**src/rtl/keypad_scanner.sv**
```systemverilog
// keypad_scanner: column-multiplexed matrix keypad scanner with frame-level
// debounce, optional auto-repeat and a valid/ready key event output.
module keypad_scanner #(
    parameter int ROWS     = 4,
    parameter int COLS     = 4,
    parameter int DWELL    = 16,
    parameter int DEBOUNCE = 3,
    parameter int REPEAT   = 0,
    localparam int CODE_W  = (ROWS * COLS > 1) ? $clog2(ROWS * COLS) : 1
) (
    input  logic              clock,
    input  logic              reset,
    input  logic              enable,
    input  logic [ROWS-1:0]   row_in,
    output logic [COLS-1:0]   col_out,
    output logic [CODE_W-1:0] key_code,
    output logic              key_valid,
    input  logic              key_ready,
    output logic              key_release,
    output logic              key_overrun
);

    localparam int COL_W    = $clog2(COLS);
    localparam int DW_W     = $clog2(DWELL);
    localparam int CNT_W    = $clog2(DEBOUNCE + 1);
    localparam int REP_W    = $clog2(REPEAT + 2);
    localparam int REP_LAST = (REPEAT > 0) ? REPEAT - 1 : 0;

    typedef enum logic [1:0] {FR_NONE, FR_SINGLE, FR_MULTI} frame_t;
    typedef enum logic [1:0] {S_IDLE, S_DEB, S_HELD} state_t;

    logic [COL_W-1:0]  col;
    logic [DW_W-1:0]   dwell;
    frame_t            acc_kind;
    logic [CODE_W-1:0] acc_code;
    frame_t            cur_kind;
    logic [CODE_W-1:0] cur_code;
    frame_t            frame_kind;
    logic [CODE_W-1:0] frame_code;
    logic              frame_valid;
    logic              sample;
    logic              last_col;

    state_t            state;
    logic [CODE_W-1:0] cand;
    logic [CNT_W-1:0]  cnt;
    logic [CNT_W-1:0]  rel;
    logic [REP_W-1:0]  rep;
    logic              match;
    logic              issue;

    assign sample   = (dwell == DW_W'(DWELL - 1));
    assign last_col = (col == COL_W'(COLS - 1));

    // Column drive: one-hot on the current column, all low while disabled.
    always_comb begin
        col_out = '0;
        if (enable) begin
            col_out = COLS'(1) << col;
        end
    end

    // Merge the rows of the current column into the partial frame result.
    always_comb begin
        int unsigned       hits;
        int unsigned       hit_row;
        logic [ROWS-1:0]   bits;
        hits     = 0;
        hit_row  = 0;
        bits     = '0;
        cur_kind = acc_kind;
        cur_code = acc_code;
        for (int unsigned r = 0; r < ROWS; r++) begin
            bits = row_in >> r;
            if (bits[0]) begin
                hits    = hits + 1;
                hit_row = r;
            end
        end
        case (acc_kind)
            FR_NONE: begin
                if (hits == 1) begin
                    cur_kind = FR_SINGLE;
                    cur_code = CODE_W'(hit_row * COLS + int'(col));
                end else if (hits > 1) begin
                    cur_kind = FR_MULTI;
                end
            end
            FR_SINGLE: begin
                if (hits > 0) begin
                    cur_kind = FR_MULTI;
                end
            end
            default: cur_kind = FR_MULTI;
        endcase
    end

    // Column/dwell sequencing and frame accumulation; one-cycle frame strobe.
    always_ff @(posedge clock) begin
        if (reset || !enable) begin
            col         <= '0;
            dwell       <= '0;
            acc_kind    <= FR_NONE;
            acc_code    <= '0;
            frame_valid <= 1'b0;
            if (reset) begin
                frame_kind <= FR_NONE;
                frame_code <= '0;
            end
        end else begin
            frame_valid <= 1'b0;
            if (sample) begin
                dwell <= '0;
                if (last_col) begin
                    col         <= '0;
                    acc_kind    <= FR_NONE;
                    acc_code    <= '0;
                    frame_valid <= 1'b1;
                    frame_kind  <= cur_kind;
                    frame_code  <= cur_code;
                end else begin
                    col      <= col + 1'b1;
                    acc_kind <= cur_kind;
                    acc_code <= cur_code;
                end
            end else begin
                dwell <= dwell + 1'b1;
            end
        end
    end

    assign match = (frame_kind == FR_SINGLE) && (frame_code == cand);

    // Decide whether the frame just completed produces a key event.
    always_comb begin
        issue = 1'b0;
        if (enable && frame_valid) begin
            case (state)
                S_IDLE:  issue = (frame_kind == FR_SINGLE) && (DEBOUNCE == 1);
                S_DEB:   issue = match && (cnt == CNT_W'(DEBOUNCE - 1));
                S_HELD:  issue = (REPEAT > 0) && match && (rep == REP_W'(REP_LAST));
                default: issue = 1'b0;
            endcase
        end
    end

    // Debounce/repeat FSM and key handshake; everything frozen while disabled.
    always_ff @(posedge clock) begin
        if (reset) begin
            state       <= S_IDLE;
            cand        <= '0;
            cnt         <= '0;
            rel         <= '0;
            rep         <= '0;
            key_code    <= '0;
            key_valid   <= 1'b0;
            key_release <= 1'b0;
            key_overrun <= 1'b0;
        end else begin
            key_release <= 1'b0;
            key_overrun <= 1'b0;
            if (enable) begin
                if (key_valid && key_ready) begin
                    key_valid <= 1'b0;
                end
                // A new event landing on an accept edge reloads rather than overruns.
                if (issue) begin
                    if (key_valid && !key_ready) begin
                        key_overrun <= 1'b1;
                    end else begin
                        key_code  <= frame_code;
                        key_valid <= 1'b1;
                    end
                end
                if (frame_valid) begin
                    case (state)
                        S_IDLE: begin
                            if (frame_kind == FR_SINGLE) begin
                                cand <= frame_code;
                                if (DEBOUNCE == 1) begin
                                    state <= S_HELD;
                                    rel   <= '0;
                                    rep   <= '0;
                                end else begin
                                    cnt   <= CNT_W'(1);
                                    state <= S_DEB;
                                end
                            end
                        end
                        S_DEB: begin
                            if (match) begin
                                if (cnt == CNT_W'(DEBOUNCE - 1)) begin
                                    state <= S_HELD;
                                    cnt   <= '0;
                                    rel   <= '0;
                                    rep   <= '0;
                                end else begin
                                    cnt <= cnt + 1'b1;
                                end
                            end else if (frame_kind == FR_SINGLE) begin
                                cand <= frame_code;
                                cnt  <= CNT_W'(1);
                            end else begin
                                state <= S_IDLE;
                                cnt   <= '0;
                            end
                        end
                        S_HELD: begin
                            if (frame_kind == FR_NONE) begin
                                if (rel == CNT_W'(DEBOUNCE - 1)) begin
                                    key_release <= 1'b1;
                                    state       <= S_IDLE;
                                    rel         <= '0;
                                    rep         <= '0;
                                end else begin
                                    rel <= rel + 1'b1;
                                end
                            end else begin
                                rel <= '0;
                                if (match && (REPEAT > 0)) begin
                                    rep <= (rep == REP_W'(REP_LAST)) ? '0 : rep + 1'b1;
                                end else if (!match) begin
                                    rep <= '0;
                                end
                            end
                        end
                        default: state <= S_IDLE;
                    endcase
                end
            end
        end
    end

endmodule

```
**config.mk**
```make
export PLATFORM = sky130hd
export DESIGN_NAME = keypad_scanner
export DESIGN_NICKNAME = d
export VERILOG_FILES = /design/src/rtl/keypad_scanner.sv
export SDC_FILE = /design/constraint.sdc
export NUM_CORES = 1
export LEC_CHECK = 0
export BUFFER_PORTS_ARGS = -buffer_cell sky130_fd_sc_hd__buf_4
export CAP_MARGIN = 20
export CORE_UTILIZATION = 50
export DETAILED_ROUTE_END_ITERATION = 7
export HOLD_SLACK_MARGIN = 0.1
export PLACE_DENSITY_LB_ADDON = 0.15
export SLEW_MARGIN = 20
export SYNTH_ARGS = -nofsm -noshare
export SYNTH_HDL_FRONTEND = slang
export SYNTH_SLANG_ARGS = --single-unit
```
**constraint.sdc**
```tcl
create_clock -name clock -period 3.51 [get_ports clock]
set_input_delay 0.702 -clock clock [delete_from_list [all_inputs] [get_ports clock]]
set_output_delay 0.702 -clock clock [all_outputs]
set_load 0.005 [all_outputs]
```
* After elaboration in Yosys (flattened, before gate mapping)
Cells that the tools add are included.
** Word-level totals
- Register bits :: 36
- Output and inout bits :: 11
- Bits of input ports :: 8
- Word-level logic and storage cells :: 129
** Operators by class
- Multiplexer cells :: 52
- $lt $le $gt $ge :: 2
- $add $sub $neg :: 8
- Equality and inequality tests :: 19
- Bitwise logic cells :: 7
- Reductions and logical operators :: 25
- Shifts and indexed selects :: 1
** Operators by type and width (number)
- greater-than comparator 32 x 1 -> 1 bit (second input constant) :: 2
- two-way mux 2 bit :: 24
- two-way mux 4 bit :: 10
- adder 32 x 1 -> 32 bit (second input constant) :: 1
- equality test 32 x 1 -> 1 bit (second input constant) :: 1
- two-way mux 32 bit :: 1
- != test 2 bit (second input constant) :: 7
- case mux 2 bit (2 select lines) :: 3
- two-way mux 1 bit :: 11
- equality test 2 bit (second input constant) :: 4
- case mux 4 bit (2 select lines) :: 1
- AND reduction 4 bit :: 2
- nonzero test 2 bit :: 4
- inverter 1 bit :: 7
- AND reduction 7 bit :: 1
- adder 2 x 1 -> 2 bit (second input constant) :: 3
- equality test 2 x 1 -> 1 bit (second input constant) :: 3
- zero test 2 bit :: 3
- != test 3 bit (second input constant) :: 2
- case mux 2 bit (3 select lines) :: 1
- AND reduction 3 bit :: 2
- logical AND 1 bit :: 5
- AND reduction 5 bit :: 1
- OR reduction 5 bit :: 1
- 12 further kinds :: 14

* Longest topological paths before layout
- Depth in word-level cells :: 14
- Gate-level depth with buffers :: 10
- Gate-level depth less buffers :: 10

* Worst setup path before layout
OpenSTA, ideal clock, no wires.
- Kind :: input to register
- Start point :: in row_in[0]
- End point :: reg frame_code[0] (data pin)
- Buffers on the path :: 0
- Path slack :: 0.872 ns
- Stages on the path :: 9
- Arrival time :: 2.372 ns
- Required time :: 3.244 ns
- Setup time :: 0.266 ns
- Path through :: inv_1 > ha_1 > xor2_1 > ha_1 > nor2b_1 > a31oi_1 > nor4_4 > mux2i_1 > nor2_1
** Between the ends
- Longest elaborated chain between the ends :: 13
** Ends and longest elaborated chain
- start, declared :: line 14 : input logic [ROWS-1:0] row_in,
- two-way mux 1 bit (*) :: line 75 : if (bits[0]) begin
- adder 1 x 1 -> 2 bit :: line 76 : hits = hits + 1;
- two-way mux 2 bit (*) :: line 75
- adder 2 x 1 -> 3 bit :: line 76
- two-way mux 3 bit (*) :: line 75
- adder 32 x 1 -> 32 bit :: line 76
- two-way mux 32 bit (*) :: line 75
- equality test 32 x 1 -> 1 bit (*) :: line 82 : if (hits == 1) begin
- two-way mux 4 bit (*) :: line 82
- two-way mux 4 bit (*) :: line 80 : case (acc_kind)
- two-way mux 4 bit (*) :: line 114 : if (last_col) begin
- two-way mux 4 bit (*) :: line 112 : if (sample) begin
- two-way mux 4 bit (*) :: line 100 : if (reset || !enable) begin
- end signal, assigned :: line 120 : frame_code <= cur_code;
- end, declared :: line 39 : logic [CODE_W-1:0] frame_code;
Mark *: on every way between the ends. The rest lies on a longest branch, timed or not. The select of a mux whose other input is x is not followed.
A chain may end at the register's enable or synchronous reset.

* Worst setup path after layout
Ends and elaborated chain as after synthesis.

==> run metrics <==
Max Slew Vio Count=0; RR Endpoint=state[1]$_SDFFE_PP0P_; clk_lat worst skew=approximately 0.34 ns; post_cts resized=0; TritonCTS Buffers=5; Vias/cell=5.31; RD Place Congestion=0.872; CORE AREA=3360 um^2; TritonCTS Sinks=36; syn avg cell area=9.67 um^2; Yosys cell types=40; post-route cell area=~2000 um^2; WS Path Type=primary input to flip-flop; Top Family by Delay on Critical Path=simple AND/OR/NAND/NOR gates; Starting Density=between 50% and 60%; Hold Path Stages=2; mapped cell area=approximately 1800 um^2; DR vias=1334; CTS tree=built; Slew @ Worst Pin=between 0.5 and 0.6 ns; Synth top area share=around a third; Worst path max stage delay=0.52 ns; status=complete, no violations; CTS clock-pin slew for the worst setup and hold paths=around 0.11 ns; # placed instances=243; CP Buf/Inv Count=2; Root Buffer=clkbuf_4; post-synthesis sequential area ratio=between 40% and 50%; Final Net Count=220; worst IR drop on VDD=0.277 mV; Syn. warnings=0; clock tree buffer depth=2; DIE AREA=3780 um^2; WP data arrival=around 2.7 ns; CTS Hold Bufs=0; critical path cell sequence=buf_4, inv_1, ha_1, xor2_1, ha_1, nor2b_1, a31oi_1, nor4_4, mux2i_1, nor2_1; CP Launch Type=primary input; overall routing resource usage=between 20 and 25%; Post-synth EDFFs=6; Final Setup Violations=0; H-tree level count=2; wire length on met2=about 1700 um; IO Port Bufs=18; total power=0.000765 W; P_leak=0.833 nW; Final Hold Fails=0; Worst Setup SP=row_in[0]; Post-Route M1 WL=roughly 1500 um; final wirelength=roughly 3300 um; Hold Crit Class=flip-flop to flip-flop; Max Clock Skew=between 0.01 and 0.015 ns; Synth area leaders=dfxtp_1 34%, edfxtp_1 10%, mux2i_1 6.2%, ha_1 5.7%, nor2_1 4.7%; min Tclk post-route=between 2 and 3 ns; DP Area=roughly 1900 um^2; Final HPWL DP=approximately 2500 um; Post-Route Setup TNS=0 ns; GRT Residual Overflow=0; Crit Reg-Reg Startpoint=frame_code[1]$_SDFFCE_PN0P_; flop and latch count out of synthesis=36; fin crit share=between 70% and 80%; n_diodes=0; non-filler cells, final=251; Die Span X=just over 60 um; WHS Endpoint=key_valid$_SDFFE_PP0P_; Critical Path End Type=flip-flop; CP most frequent cell=ha_1; DRC violation count after routing=0; post-CTS setup buffers=0; top layer in use=met4; Post-synth top flop=dfxtp_1; DRT antenna net count=0; area delta synth->final=14.0%; Post-Synthesis Cells=183; fmax=between 300 and 400 MHz; syn nets=199; RSZ-0062 raised after global routing=no; share of layout cells above drive strength 1=approximately 14%; Worst Path Required=3.59 ns; Max-Cap Viols=0; initial antenna violation count=0; r2r setup slk=around 1.5 ns; Slew headroom=approximately 65%; Ports=19; row count=21; top-count cell post-synth=dfxtp_1; top cells by count, synth=30 x dfxtp_1, 22 x nor2_1, 12 x nand2_1, 11 x mux2i_1, 9 x nand2b_1; FFs w/ async S/R, synth=0%; worst r2r path cells=4; vias in the first global route=1247; drt wl/cell=13.2 um; crit-path max FO=8; DIE HEIGHT=between 60 and 70 um; Synth area leader=dfxtp_1; WL met3=109 um; largest net degree at the start of global routing=21; worst hold start=key_valid$_SDFFE_PP0P_; initial DRC count=70; pwr dens=379 nW/um^2; Pre-antenna DRT Iters=4; critical path's slowest cell=nor4_4; first-pass GRT wire length=between 5000 and 6000 um
## sequential cells by signal, indices dropped and copies added, names as in the netlist
name	cells
frame_kind	2
key_release	1
frame_valid	1
state	2
acc_code	4
cnt	2
frame_code	4
rel	2
key_valid	1
key_overrun	1
key_code	4
cand	4
dwell	4
col	2
acc_kind	2
## power by group
| part | internal (W) | switching, W |
|---|---|---|
| sequential | 0.000425 | 0.00000470 |
| clock | 0.000121 | 0.000139 |
| combinational | 0.0000328 | 0.0000439 |
## worst register-to-register path, cell delays in order, from the launching register on
cell and delay [ns]:
edfxtp_1 0.46, xor2_1 0.21, nor4_4 0.48, or4b_1 0.50, a221oi_1 0.26
## stage by stage
stage | worst slack, ns | hold WS, ns | utilization, %
6_report | 0.938 | 0.480 | 60.0
5_1_grt | 0.791 | 0.489 | 60.0
4_1_cts | 0.949 | 0.482 | 60.0
3_5_place_dp | 0.573 | 0.453 | 57.8
3_3_place_gp | 0.694 | 0.426 | 57.8
2_1_floorplan | 0.872 | 0.418 | -
## cells by family (layout without fill, tap and decap cells)
logic type               after synthesis  in the layout  share of synthesized area [%]
AO/OA/AOI/OAI                         31             31                           11.9
XOR/XNOR                               9              9                           5.30
adder cells (fa/ha/maj)                8              8                           5.66
buffers and inverters                 12             34                           2.62
flip-flops                            36             36                           44.1
multiplexers                          11             11                           6.22
AND/OR/NAND/NOR                       76             76                           24.2
## worst max-delay path by stage
stage	endpoint	slack (ns)	cells past startpoint
after floorplan	frame_code[0]$_SDFFCE_PN0P_	0.87	9
after global placement	frame_code[1]$_SDFFCE_PN0P_	0.69	10
after detailed placement	frame_code[0]$_SDFFCE_PN0P_	0.57	10
after CTS	frame_code[0]$_SDFFCE_PN0P_	0.95	10
after global routing	frame_code[0]$_SDFFCE_PN0P_	0.79	10
final	frame_code[0]$_SDFFCE_PN0P_	0.94	10
## metal layers
metal  global-route usage [%]  up-vias
li1                         -      683
met1                     22.7      627
met2                     35.3       22
met3                     7.35        2
met4                     7.94        0
met5                        0        -
## layout make-up
class,instances,area [um^2]
Clock inverter,1,5.00
Sequential cell,36,781
Inverter,8,30.0
Fill cell,318,1350
Multi-Input combinational cell,135,942
Clock buffer,7,66.3
Tap cell,46,57.6
Timing Repair Buffer,18,135
## cells in the final DEF (no fill, tap or decap), types with 4 or more instances in the layout
master,instances
ha_1,8
inv_1,8
nand2b_1,9
and2_1,4
nor2_1,22
mux2i_1,11
a21oi_1,5
edfxtp_1,6
o21ai_0,6
nand3_1,4
nor2b_1,8
clkbuf_4,5
o2bb2ai_1,4
nand2_1,12
buf_4,18
nor3_1,5
dfxtp_1,30
xor2_1,7
Power figures use the tool's default switching activity.
